--- src/rtl/cm_timing_ctrl_if.sv ---
`default_nettype none
// ============================================================================
// Module   : cm_timing_ctrl_if
// Purpose  : Config write port of the camera-module timing controller.
// Revision : 1.0
// ============================================================================
interface cm_timing_ctrl_if #(
  parameter int FP_WIDTH = 11
);
  logic                cfg_we;
  logic [2:0]          cfg_addr;
  logic [FP_WIDTH-1:0] cfg_wdata;
  logic                cfg_ack;

  modport master (output cfg_we, output cfg_addr, output cfg_wdata, input cfg_ack);
  modport slave  (input cfg_we, input cfg_addr, input cfg_wdata, output cfg_ack);
endinterface
`default_nettype wire

--- src/rtl/cm_timing_ctrl.sv ---
`default_nettype none
// ============================================================================
// Module   : cm_timing_ctrl
// Purpose  : Line/frame timing for the pixel counter with frame-boundary
//            shadowed config. CM_TIMING_STATUS_EN adds frame_cnt and cfg_err.
// Revision : 1.0
// ============================================================================
module cm_timing_ctrl #(
  parameter int          FP_WIDTH     = 11,
  parameter int          BP_WIDTH     = 11,
  parameter int          V_WIDTH      = 10,
  parameter int unsigned RST_LINE_LEN = 640,
  parameter int unsigned RST_H_BLANK  = 16,
  parameter int unsigned RST_BP       = 0,
  parameter int unsigned RST_FP       = 640,
  parameter int unsigned RST_V_TOTAL  = 480,
  parameter int unsigned RST_V_START  = 0,
  parameter int unsigned RST_V_END    = 480
) (
  input  wire                 clk,
  input  wire                 rst_n,
  input  wire                 enable,
  cm_timing_ctrl_if.slave     cfg,
  output logic                line_sync,
  output logic [BP_WIDTH-1:0] back_porch,
  output logic [FP_WIDTH-1:0] front_porch,
  output logic [V_WIDTH-1:0]  line_num,
  output logic                frame_start,
  output logic                line_end,
  output logic                busy
`ifdef CM_TIMING_STATUS_EN
  ,
  output logic [15:0]         frame_cnt,
  output logic                cfg_err
`endif
);

  typedef enum logic [1:0] {
    ST_IDLE   = 2'd0,
    ST_ACTIVE = 2'd1,
    ST_BLANK  = 2'd2
  } state_t;

  localparam logic [FP_WIDTH-1:0] c_fp_one = FP_WIDTH'(1);
  localparam logic [V_WIDTH-1:0]  c_v_one  = V_WIDTH'(1);

  state_t              state_q, state_d;
  logic [FP_WIDTH-1:0] h_cnt_q, h_cnt_d;
  logic [V_WIDTH-1:0]  line_num_q, line_num_d;
  logic                line_sync_q, line_sync_d;
  logic                frame_start_q, frame_start_d;
  logic                line_end_q, line_end_d;
  logic                cfg_ack_q, cfg_ack_d;
  logic                busy_q, busy_d;

  logic [FP_WIDTH-1:0] line_len_stg_q, line_len_stg_d, line_len_q, line_len_d;
  logic [FP_WIDTH-1:0] h_blank_stg_q, h_blank_stg_d, h_blank_q, h_blank_d;
  logic [BP_WIDTH-1:0] back_porch_stg_q, back_porch_stg_d, back_porch_q, back_porch_d;
  logic [FP_WIDTH-1:0] front_porch_stg_q, front_porch_stg_d, front_porch_q, front_porch_d;
  logic [V_WIDTH-1:0]  v_total_stg_q, v_total_stg_d, v_total_q, v_total_d;
  logic [V_WIDTH-1:0]  v_start_stg_q, v_start_stg_d, v_start_q, v_start_d;
  logic [V_WIDTH-1:0]  v_end_stg_q, v_end_stg_d, v_end_q, v_end_d;

  logic last_active, last_blank, last_line, commit;

`ifdef CM_TIMING_STATUS_EN
  logic [15:0] frame_cnt_q, frame_cnt_d;
  logic        cfg_err_q, cfg_err_d;
`endif

  always_comb begin
    line_len_stg_d    = line_len_stg_q;
    h_blank_stg_d     = h_blank_stg_q;
    back_porch_stg_d  = back_porch_stg_q;
    front_porch_stg_d = front_porch_stg_q;
    v_total_stg_d     = v_total_stg_q;
    v_start_stg_d     = v_start_stg_q;
    v_end_stg_d       = v_end_stg_q;
    cfg_ack_d         = 1'b0;
    if (cfg.cfg_we) begin
      case (cfg.cfg_addr)
        3'd0:    line_len_stg_d    = FP_WIDTH'(cfg.cfg_wdata);
        3'd1:    h_blank_stg_d     = FP_WIDTH'(cfg.cfg_wdata);
        3'd2:    back_porch_stg_d  = BP_WIDTH'(cfg.cfg_wdata);
        3'd3:    front_porch_stg_d = FP_WIDTH'(cfg.cfg_wdata);
        3'd4:    v_total_stg_d     = V_WIDTH'(cfg.cfg_wdata);
        3'd5:    v_start_stg_d     = V_WIDTH'(cfg.cfg_wdata);
        3'd6:    v_end_stg_d       = V_WIDTH'(cfg.cfg_wdata);
        default: ;
      endcase
`ifdef CM_TIMING_STATUS_EN
      cfg_ack_d = 1'b1;
`else
      cfg_ack_d = (cfg.cfg_addr != 3'd7);
`endif
    end

    last_active = (h_cnt_q == line_len_q - c_fp_one);
    last_blank  = (h_cnt_q == h_blank_q - c_fp_one);
    last_line   = (line_num_q == v_total_q - c_v_one);
    // Commit sees this cycle's write, so a frame-end write is not lost.
    commit      = (state_q == ST_IDLE) ||
                  ((state_q == ST_BLANK) && last_blank && last_line);

    line_len_d    = line_len_q;
    h_blank_d     = h_blank_q;
    back_porch_d  = back_porch_q;
    front_porch_d = front_porch_q;
    v_total_d     = v_total_q;
    v_start_d     = v_start_q;
    v_end_d       = v_end_q;
    if (commit) begin
      line_len_d    = (line_len_stg_d == '0) ? c_fp_one : line_len_stg_d;
      h_blank_d     = (h_blank_stg_d == '0) ? c_fp_one : h_blank_stg_d;
      back_porch_d  = back_porch_stg_d;
      front_porch_d = front_porch_stg_d;
      v_total_d     = (v_total_stg_d == '0) ? c_v_one : v_total_stg_d;
      v_start_d     = v_start_stg_d;
      v_end_d       = v_end_stg_d;
    end

    state_d       = state_q;
    h_cnt_d       = h_cnt_q;
    line_num_d    = line_num_q;
    frame_start_d = 1'b0;
    case (state_q)
      ST_IDLE: begin
        if (enable) begin
          state_d       = ST_ACTIVE;
          h_cnt_d       = '0;
          line_num_d    = '0;
          frame_start_d = 1'b1;
        end
      end
      ST_ACTIVE: begin
        if (last_active) begin
          state_d = ST_BLANK;
          h_cnt_d = '0;
        end else begin
          h_cnt_d = h_cnt_q + c_fp_one;
        end
      end
      ST_BLANK: begin
        if (last_blank) begin
          h_cnt_d = '0;
          if (!last_line) begin
            state_d    = ST_ACTIVE;
            line_num_d = line_num_q + c_v_one;
          end else begin
            // enable only matters here, so a frame always runs to completion.
            line_num_d = '0;
            if (enable) begin
              state_d       = ST_ACTIVE;
              frame_start_d = 1'b1;
            end else begin
              state_d = ST_IDLE;
            end
          end
        end else begin
          h_cnt_d = h_cnt_q + c_fp_one;
        end
      end
      default: begin
        state_d    = ST_IDLE;
        h_cnt_d    = '0;
        line_num_d = '0;
      end
    endcase

    line_sync_d = (state_d == ST_ACTIVE) && (line_num_d >= v_start_d) &&
                  (line_num_d < v_end_d);
    line_end_d  = (state_d == ST_BLANK) && (h_cnt_d == h_blank_d - c_fp_one);
    busy_d      = (state_d != ST_IDLE);

`ifdef CM_TIMING_STATUS_EN
    // The frame_start leaving IDLE is not counted; only wraps are.
    frame_cnt_d = frame_cnt_q;
    if (frame_start_d && (state_q != ST_IDLE)) begin
      frame_cnt_d = frame_cnt_q + 16'd1;
    end
    cfg_err_d = cfg_err_q;
    if (commit && ((front_porch_d > line_len_d) ||
                   (32'(back_porch_d) >= 32'(front_porch_d)))) begin
      cfg_err_d = 1'b1;
    end
    if (cfg.cfg_we && (cfg.cfg_addr == 3'd7)) begin
      cfg_err_d = 1'b0;
    end
`endif
  end

  always_ff @(posedge clk or negedge rst_n) begin
    if (!rst_n) begin
      state_q           <= ST_IDLE;
      h_cnt_q           <= '0;
      line_num_q        <= '0;
      line_sync_q       <= 1'b0;
      frame_start_q     <= 1'b0;
      line_end_q        <= 1'b0;
      cfg_ack_q         <= 1'b0;
      busy_q            <= 1'b0;
      line_len_stg_q    <= FP_WIDTH'(RST_LINE_LEN);
      h_blank_stg_q     <= FP_WIDTH'(RST_H_BLANK);
      back_porch_stg_q  <= BP_WIDTH'(RST_BP);
      front_porch_stg_q <= FP_WIDTH'(RST_FP);
      v_total_stg_q     <= V_WIDTH'(RST_V_TOTAL);
      v_start_stg_q     <= V_WIDTH'(RST_V_START);
      v_end_stg_q       <= V_WIDTH'(RST_V_END);
      line_len_q        <= FP_WIDTH'(RST_LINE_LEN);
      h_blank_q         <= FP_WIDTH'(RST_H_BLANK);
      back_porch_q      <= BP_WIDTH'(RST_BP);
      front_porch_q     <= FP_WIDTH'(RST_FP);
      v_total_q         <= V_WIDTH'(RST_V_TOTAL);
      v_start_q         <= V_WIDTH'(RST_V_START);
      v_end_q           <= V_WIDTH'(RST_V_END);
`ifdef CM_TIMING_STATUS_EN
      frame_cnt_q       <= '0;
      cfg_err_q         <= 1'b0;
`endif
    end else begin
      state_q           <= state_d;
      h_cnt_q           <= h_cnt_d;
      line_num_q        <= line_num_d;
      line_sync_q       <= line_sync_d;
      frame_start_q     <= frame_start_d;
      line_end_q        <= line_end_d;
      cfg_ack_q         <= cfg_ack_d;
      busy_q            <= busy_d;
      line_len_stg_q    <= line_len_stg_d;
      h_blank_stg_q     <= h_blank_stg_d;
      back_porch_stg_q  <= back_porch_stg_d;
      front_porch_stg_q <= front_porch_stg_d;
      v_total_stg_q     <= v_total_stg_d;
      v_start_stg_q     <= v_start_stg_d;
      v_end_stg_q       <= v_end_stg_d;
      line_len_q        <= line_len_d;
      h_blank_q         <= h_blank_d;
      back_porch_q      <= back_porch_d;
      front_porch_q     <= front_porch_d;
      v_total_q         <= v_total_d;
      v_start_q         <= v_start_d;
      v_end_q           <= v_end_d;
`ifdef CM_TIMING_STATUS_EN
      frame_cnt_q       <= frame_cnt_d;
      cfg_err_q         <= cfg_err_d;
`endif
    end
  end

  assign cfg.cfg_ack   = cfg_ack_q;
  assign line_sync     = line_sync_q;
  assign back_porch    = back_porch_q;
  assign front_porch   = front_porch_q;
  assign line_num      = line_num_q;
  assign frame_start   = frame_start_q;
  assign line_end      = line_end_q;
  assign busy          = busy_q;
`ifdef CM_TIMING_STATUS_EN
  assign frame_cnt     = frame_cnt_q;
  assign cfg_err       = cfg_err_q;
`endif

endmodule
`default_nettype wire
--- src/flat_wrapper.sv ---
// flat-port wrapper written by rule: the top's interface ports become plain ports
module cm_timing_ctrl_flat 
#(
  parameter int          FP_WIDTH     = 11,
  parameter int          BP_WIDTH     = 11,
  parameter int          V_WIDTH      = 10,
  parameter int unsigned RST_LINE_LEN = 640,
  parameter int unsigned RST_H_BLANK  = 16,
  parameter int unsigned RST_BP       = 0,
  parameter int unsigned RST_FP       = 640,
  parameter int unsigned RST_V_TOTAL  = 480,
  parameter int unsigned RST_V_START  = 0,
  parameter int unsigned RST_V_END    = 480
)
  (clk, rst_n, enable, line_sync, back_porch, front_porch, line_num, frame_start, line_end, busy, cfg_cfg_we, cfg_cfg_addr, cfg_cfg_wdata, cfg_cfg_ack);
  cm_timing_ctrl_if #(.FP_WIDTH(FP_WIDTH)) cfg_i ();
  input  wire clk;
  input  wire rst_n;
  input  wire enable;
  output logic line_sync;
  output logic [BP_WIDTH-1:0] back_porch;
  output logic [FP_WIDTH-1:0] front_porch;
  output logic [V_WIDTH-1:0] line_num;
  output logic frame_start;
  output logic line_end;
  output logic busy;
  input wire logic [$bits(cfg_i.cfg_we)-1:0] cfg_cfg_we;
  input wire logic [$bits(cfg_i.cfg_addr)-1:0] cfg_cfg_addr;
  input wire logic [$bits(cfg_i.cfg_wdata)-1:0] cfg_cfg_wdata;
  output wire logic [$bits(cfg_i.cfg_ack)-1:0] cfg_cfg_ack;
  assign cfg_i.cfg_we = cfg_cfg_we;
  assign cfg_i.cfg_addr = cfg_cfg_addr;
  assign cfg_i.cfg_wdata = cfg_cfg_wdata;
  assign cfg_cfg_ack = cfg_i.cfg_ack;
  cm_timing_ctrl #(.FP_WIDTH(FP_WIDTH), .BP_WIDTH(BP_WIDTH), .V_WIDTH(V_WIDTH), .RST_LINE_LEN(RST_LINE_LEN), .RST_H_BLANK(RST_H_BLANK), .RST_BP(RST_BP), .RST_FP(RST_FP), .RST_V_TOTAL(RST_V_TOTAL), .RST_V_START(RST_V_START), .RST_V_END(RST_V_END)) u_core (.clk(clk), .rst_n(rst_n), .enable(enable), .cfg(cfg_i), .line_sync(line_sync), .back_porch(back_porch), .front_porch(front_porch), .line_num(line_num), .frame_start(frame_start), .line_end(line_end), .busy(busy));
endmodule
--- config.mk ---
export PLATFORM = sky130hd
export DESIGN_NAME = cm_timing_ctrl_flat
export DESIGN_NICKNAME = d
export VERILOG_FILES = /design/src/rtl/cm_timing_ctrl_if.sv /design/src/rtl/cm_timing_ctrl.sv /design/src/flat_wrapper.sv
export SDC_FILE = /design/constraint.sdc
export NUM_CORES = 1
export LEC_CHECK = 0
export BUFFER_PORTS_ARGS = -buffer_cell sky130_fd_sc_hd__buf_2
export CAP_MARGIN = 20
export CORE_MARGIN = 2
export CORE_UTILIZATION = 55
export CTS_BUF_LIST = sky130_fd_sc_hd__clkbuf_2 sky130_fd_sc_hd__clkbuf_4 sky130_fd_sc_hd__clkbuf_8
export CTS_CLUSTER_SIZE = 10
export DETAILED_ROUTE_END_ITERATION = 10
export PLACE_DENSITY = 0.78
export REMOVE_ABC_BUFFERS = 1
export SKIP_LAST_GASP = 1
export SYNTH_ARGS = -nofsm -noshare
export SYNTH_HDL_FRONTEND = slang
export SYNTH_SLANG_ARGS = --single-unit
--- constraint.sdc ---
create_clock -name clk -period 5.9 [get_ports clk]
set_input_delay 0.295 -clock clk [delete_from_list [all_inputs] [get_ports clk]]
set_output_delay 0.295 -clock clk [all_outputs]
set_load 0.01 [all_outputs]
==> results of run 1 <==
[sequential cells by signal, summed over array words and instances (netlist names), 11 cells and up]
name	flops
u_core.h_blank_q	11
u_core.front_porch	11
u_core.line_len_stg_q	11
u_core.line_len_q	11
u_core.back_porch_stg_q	11
u_core.back_porch	11
u_core.front_porch_stg_q	11
u_core.h_cnt_q	11
u_core.h_blank_stg_q	11
[critical path, delay by kind of cell, from the launching register on]
| kind | cells | cell delay (ns) |
|---|---|---|
| AO/OA/AOI/OAI | 12 | 2.09 |
| adder cells (fa/ha/maj) | 2 | 0.52 |
| buffers and inverters | 1 | 0.08 |
| flip-flops | 1 | 0.44 |
| multiplexers | 1 | 0.24 |
| AND/OR/NAND/NOR | 5 | 1.52 |
[area by class of cell]
class / count / area, um2 / area share (%)
Clock buffer: 19 / 255 / 2.55
Clock inverter: 13 / 149 / 1.49
Inverter: 63 / 236 / 2.37
Multi-Input combinational cell: 582 / 4270 / 42.7
Sequential cell: 176 / 4440 / 44.4
Tap cell: 220 / 275 / 2.75
Timing Repair Buffer: 63 / 379 / 3.79
[cells by family (layout without fill, tap and decap cells)]
| family | after synthesis | count (layout) | share of synthesized area [%] |
|---|---|---|---|
| buffers and inverters | 107 | 158 | 4.59 |
| adder cells (fa/ha/maj) | 25 | 25 | 3.44 |
| AND/OR/NAND/NOR | 248 | 248 | 14.5 |
| AO/OA/AOI/OAI | 143 | 143 | 10.0 |
| flip-flops | 176 | 176 | 48.7 |
| XOR/XNOR | 59 | 59 | 5.98 |
| multiplexers | 107 | 107 | 12.8 |
[power by group]
group | total, uW | switching, uW | internal (uW)
combinational | 1850 | 1000 | 854
sequential | 1940 | 315 | 1630
clock | 860 | 459 | 401
total | 4650 | 1770 | 2880
[cell usage in the layout, fill, tap and decap left out, types with 7 or more instances in the layout]
master      n
mux2_2     71
nand2b_1    8
and3_1     11
nor2b_1    23
dfrtp_1   150
ha_1       25
nor2_1     35
clkbuf_8   18
dfstp_2    26
nand4b_1    7
buf_2      53
nor3_1     19
nand2_1    71
o21ai_0    53
inv_1      63
nand3_1    18
xnor2_1    34
a21oi_1    36
xor2_1     23
mux2i_1    35
a21o_1     13
nor4_1      7
or3_1       9
[per-layer routing]
metal / share of wire (%) / GRT usage, %
met4: 1.8 / 7.65
met2: 47 / 37.4
met1: 47 / 34.8
met5: 0 / 0
met3: 4.4 / 5.06
[through the flow]
stage / utilization (%) / power, uW / setup slack (ns) / cells
after global placement: 58.2 / 3740 / 1.10 / 1102
after floorplan: - / 3260 / -0.336 / 821
after global routing: 60.9 / 4980 / 0.468 / 1136
after detailed placement: 58.2 / 3790 / 0.967 / 1102
final: 60.9 / 4650 / 0.892 / 1136
after CTS: 60.8 / 4660 / 0.928 / 1135
[worst paths after layout]
check                                       end  slack (ns)  cells after the start
setup / recovery               u_core.line_sync        0.89                     21
hold / removal               u_core.frame_start        0.11                      3
setup reg to reg               u_core.line_sync        0.89                     21
hold reg to reg             u_core.v_start_q[5]        0.49                      2
max in group asynchronous  u_core.line_len_q[9]        4.09                      4
min in group asynchronous     u_core.h_cnt_q[8]        0.49                      2
==> impl_metrics.csv, run 1 <==
group,metric,value,unit
sta,min_period,5.01,ns
floorplanning,core-area,16400,um2
logic_synthesis,netlist_instances,865,
logic_synthesis,yosysSeqAreaShare,48.7,%
sta,fin_skew,0.0120,ns
placed_design,portBuffers,54,
logic_synthesis,netlist_area,9100,um2
layout,n_fill_cell,1331,
drt,drtIter0Drc,449,
cts,clockBufferDepth,2,
setup_path,r2r_start,"u_core.h_blank_q[0]",
power,p_per_area,466,nW/um2
cts,post_cts_buffers,0,
cts,hold_buffers,1,
cts,clkLatencyLatePin,0.47,ns
sta,setup_tns,0,ns
drt,drt_pre_antenna_iters,5,
floorplanning,dieArea,17600,um2
setup_path,crit_chain,"inv_1 -> ha_1 -> nor4b_1 -> nand2_1 -> a311oi_1 -> nor4b_2 -> a311oi_2 -> or2_2 -> mux2i_1 -> ha_1 -> nand2b_1 -> a21o_1 -> a21o_1 -> a21o_1 -> a21o_1 -> a21o_1 -> a21o_1 -> a21o_1 -> a21o_1 -> a21oi_1 -> a311oi_1",
flow_run,maxCapViolations,0,
setup_path,cp.arrival,5.36,ns
floorplanning,ios,55,
floorplanning,die_w,133,um
floorplanning,start_util,55.5,%
setup_path,cp_slowest_stage_delay,0.44,ns
floorplanning,fp-row-count,47,
global_routing,grt_start_max_net_pins,95,
sta,rsz0062_at_grt,"false",
drt,wl_per_cell,17.9,um
drt,drcViolationCount,0,
hold_path,hp-start,"enable",
sta,tightest_slew,1.04,ns
status,outcome,"completed",
global_routing,grt_overflow,0,
setup_path,required,6.25,ns
placed_design,place_congestion,0.965,
drt,vias_per_cell,5.72,
logic_synthesis,synth_area_leaders,"dfrtp_1 41%, mux2_2 8.8%, dfstp_2 7.5%",
sta,hold_slack,0.114,ns
cts,clkTransAtPathRegs,0.09,ns
power,p_leak,0.00470,uW
logic_synthesis,synth-edff-count,0,
cts,ctsResizeCount,0,
layout,area_growth,9.83,%
layout,drive_above_1_share,22.7,%
global_routing,antenna_found_initial,0,
logic_synthesis,ys_warn_count,0,
cts,tritoncts,"yes",
sta,finalHoldViolations,0,
drt,vias,6496,
global_routing,grt_pass1_vias,6331,
layout,finalNetCount,946,
setup_path,path_max_fanout,7,
logic_synthesis,yosysTopAreaCell,"dfrtp_1",
hold_path,hp-class,"in2reg",
cts,clkSinkCount,176,
setup_path,startpoint,"u_core.h_blank_q[0]",
setup_path,cp_common_cell,"a21o_1",
logic_synthesis,async_reset_ff_share,100,%
logic_synthesis,synth.cells.most_frequent,"150 x dfrtp_1, 71 x mux2_2, 71 x nand2_1",
placed_design,place_area,9560,um2
sta,slew_headroom,30.5,%
layout,final_area,10000,um2
placed_design,hpwl,14200,um
global_routing,grt_usage,24.3,%
sta,slew_viol_final,0,
setup_path,start_kind,"flip-flop",
global_routing,grt_pass1_wl,33600,um
logic_synthesis,syn_avg_cell_area,10.5,um2
power,ir_drop,0.244,mV
setup_path,crit_slowest_cell,"dfrtp_1",
logic_synthesis,synth-seq-cells,176,
sta,setup_viol,0,
setup_path,path_class,"reg2reg",
sta,clock.fmax,0.200,GHz
sta,fin_crit_sh,84.9,%
cts,htreeDepth,4,
drt,routed_wl,20300,um
cts,numCtsBuffers,17,
logic_synthesis,yosys.cell_count.top_type,"dfrtp_1",
logic_synthesis,synth_top_flop_cell,"dfrtp_1",
drt,postRouteAntennaNets,0,
layout,insertedDiodeCount,0,
floorplanning,die_h,133,um
setup_path,endpoint_kind,"flip-flop",
cts,cts_root_buf,"clkbuf_8",
logic_synthesis,synth_top_area_share,41.2,%
logic_synthesis,synth.distinct_cells,69,
Power figures use the tool's default switching activity.
==> inputs of run 2 (changes only) <==
Settings changed: PLACE_DENSITY 0.78 to 0.81.
Clock period 5.9 ns to 4.03 ns, I/O delays scaled along.
==> run 2 against run 1 <==
  * Count of clock-buffer cells in the layout stayed put
  * The flow now finishes with violations (setup timing)
  * Global-route usage is 4.4 points higher
  * Register-to-register slack worse by 1.6 ns
  * Highest routed layer unchanged
  * Critical path type unchanged
  * Die area stayed put
  * Largest cell class is now multi-input combinational cells
  * Setup slack worse by 1.6 ns
  * Largest power group is now combinational logic
  * Clock power is 55% higher
==> impl_metrics.csv, run 2 (synthesis results as in run 1) <==
group,metric,value,unit
status,outcome,"finished, violations left",
status,violations,"setup timing",
layout,utilization,69.6,%
power,p_total,8060,uW
cts,clkTransAtPathRegs,0.09,ns
sta,fin_crit_sh,117,%
global_routing,grt_start_max_net_pins,112,
global_routing,busiest_layer,"met2",
cts,clockBufferDepth,2,
power,p_int,5000,uW
floorplanning,start_util,55.5,%
cts,numCtsBuffers,17,
layout,drive_above_1_share,36.5,%
sta,fin_skew,0.0120,ns
global_routing,met2_usage,46.9,%
global_routing,met3_usage,6.82,%
layout,area_growth,25.4,%
setup_path,crit_chain,"or4_4 -> o32a_1 -> o221ai_4 -> nor4b_4 -> buf_4 -> and3_4 -> a41oi_4 -> buf_6 -> buf_8 -> nor2b_2 -> a21oi_2 -> ha_1 -> a21o_1 -> a21o_1 -> a21o_1 -> a21o_1 -> a21o_1 -> a21o_1 -> a21o_1 -> a21oi_2 -> a311oi_2",
setup_path,cp.arrival,5.05,ns
floorplanning,die_h,133,um
placed_design,place_congestion,0.891,
power,seq_power_share,34.0,%
drt,vias,7506,
drt,vias_per_cell,5.98,
power,combPwrFrac,49.6,%
power,ir_drop,0.404,mV
global_routing,use_met1,37.1,%
global_routing,grt_pass1_wl,39400,um
layout,seqCellArea,4440,um2
drt,drt_pre_antenna_iters,5,
sta,slew_viol_final,0,
drt,drtIter0Drc,695,
sta,setup_viol,2,
global_routing,grt_overflow,0,
setup_path,cp_common_cell,"a21o_1",
layout,finalNetCount,1066,
floorplanning,fp-row-count,47,
layout,multi_input_area,4620,um2
global_routing,antenna_found_initial,0,
setup_path,crit_slowest_cell,"or4_4",
power,p_per_area,706,nW/um2
sta,slew_headroom,33.0,%
layout,insertedDiodeCount,0,
setup_path,required,4.37,ns
global_routing,grt_usage,28.7,%
cts,clkLatencyLatePin,0.47,ns
setup_path,start_kind,"flip-flop",
power,switching_share,38.0,%
setup_path,path_buf_inv,3,
cts,clkSinkCount,176,
sta,setup_slack,-0.681,ns
power,clockPowerShare,16.4,%
cts,cts_root_buf,"clkbuf_8",
sta,finalHoldViolations,0,
drt,wl_per_cell,20.3,um
setup_path,endpoint_kind,"flip-flop",
sta,rsz0062_at_grt,"true",
layout,final_cell_mix,"149 x dfrtp_1, 116 x buf_4, 70 x mux2_2",
floorplanning,core-area,16400,um2
floorplanning,ios,55,
sta,clock.fmax,0.212,GHz
setup_path,path_max_fanout,17,
drt,routed_wl,25500,um
cts,tritoncts,"yes",
drt,drcViolationCount,0,
drt,postRouteAntennaNets,0,
global_routing,grt_pass1_vias,7471,
floorplanning,dieArea,17600,um2
layout,final_common_cell,"dfrtp_1",
sta,min_period,4.71,ns
flow_run,maxCapViolations,0,
power,p_leak,0.00545,uW
placed_design,hpwl,15500,um
setup_path,cp_slowest_stage_delay,0.56,ns
setup_path,cp_top_family,"compound AO/OA/AOI/OAI gates",
hold_path,hp-class,"in2reg",
cts,htreeDepth,4,
floorplanning,die_w,133,um
setup_path,path_class,"reg2reg",
layout,n_fill_cell,1060,
sta,tightest_slew,1.00,ns
placed_design,portBuffers,54,
power,p_sw,3060,uW
placed_design,place_ws,-0.753,ns
[run 2: metal layers]
layer | share of wire [%] | wire [um]
met1 | 40 | 10300
met4 | 4.1 | 1040
met2 | 49 | 12400
met3 | 7.0 | 1790
met5 | 0 | 0
[run 2: path summary, 6_finish.rpt]
kind | start | to | slack [ns] | cells past startpoint
setup / recovery | u_core.h_blank_q[3] | u_core.line_sync | -0.68 | 21
hold / removal | enable | u_core.frame_start | 0.01 | 3
setup reg to reg | u_core.h_blank_q[3] | u_core.line_sync | -0.68 | 21
hold reg to reg | u_core.v_start_stg_q[9] | u_core.v_start_stg_q[9] | 0.50 | 1
max in group asynchronous | rst_n | u_core.line_len_stg_q[9] | 3.05 | 3
min in group asynchronous | rst_n | u_core.frame_start | 0.22 | 2
[run 2: through the flow]
stage               area, um2  TNS, ns  hold WS (ns)  cells
detailed placement      10300    -1.29         0.417   1202
CTS                     11300   -0.458       0.00340   1251
global route            11400    -1.19        0.0264   1256
finish                  11400   -0.942        0.0126   1256
global placement        10300    -1.03         0.407   1202
floorplan                8920   -21.91       -0.0941    821
[run 2: area by class of cell]
type                            count  share of cell area, %
Clock buffer                       19                   2.29
Clock inverter                     13                   1.50
Inverter                           63                   2.07
Multi-Input combinational cell    582                   40.5
Sequential cell                   176                   38.9
Tap cell                          220                   2.41
Timing Repair Buffer              183                   12.4
[run 2: what timing repair did]
action,in CTS,in global routing
gates resized for setup,68,12
hold endpoints to repair,93,0
hold buffers,1,0
cloned,3,0
setup buffers,13,4
pin swaps,34,8
endpoints found under the setup margin,2,2
[run 2: power by group through the flow]
stage	combinational (uW)	sequential [uW]	clock [uW]
floorplan	1970	2800	0
global placement	3190	2700	0
detailed placement	3290	2730	0
CTS	3770	2710	1330
global route	4300	2790	1410
finish	4000	2740	1330
[run 2: worst min-delay path, delay by kind of cell]
family / cells / cell delay, ns
buffers and inverters: 1 / 0.12
and+or+nand+nor: 2 / 0.12
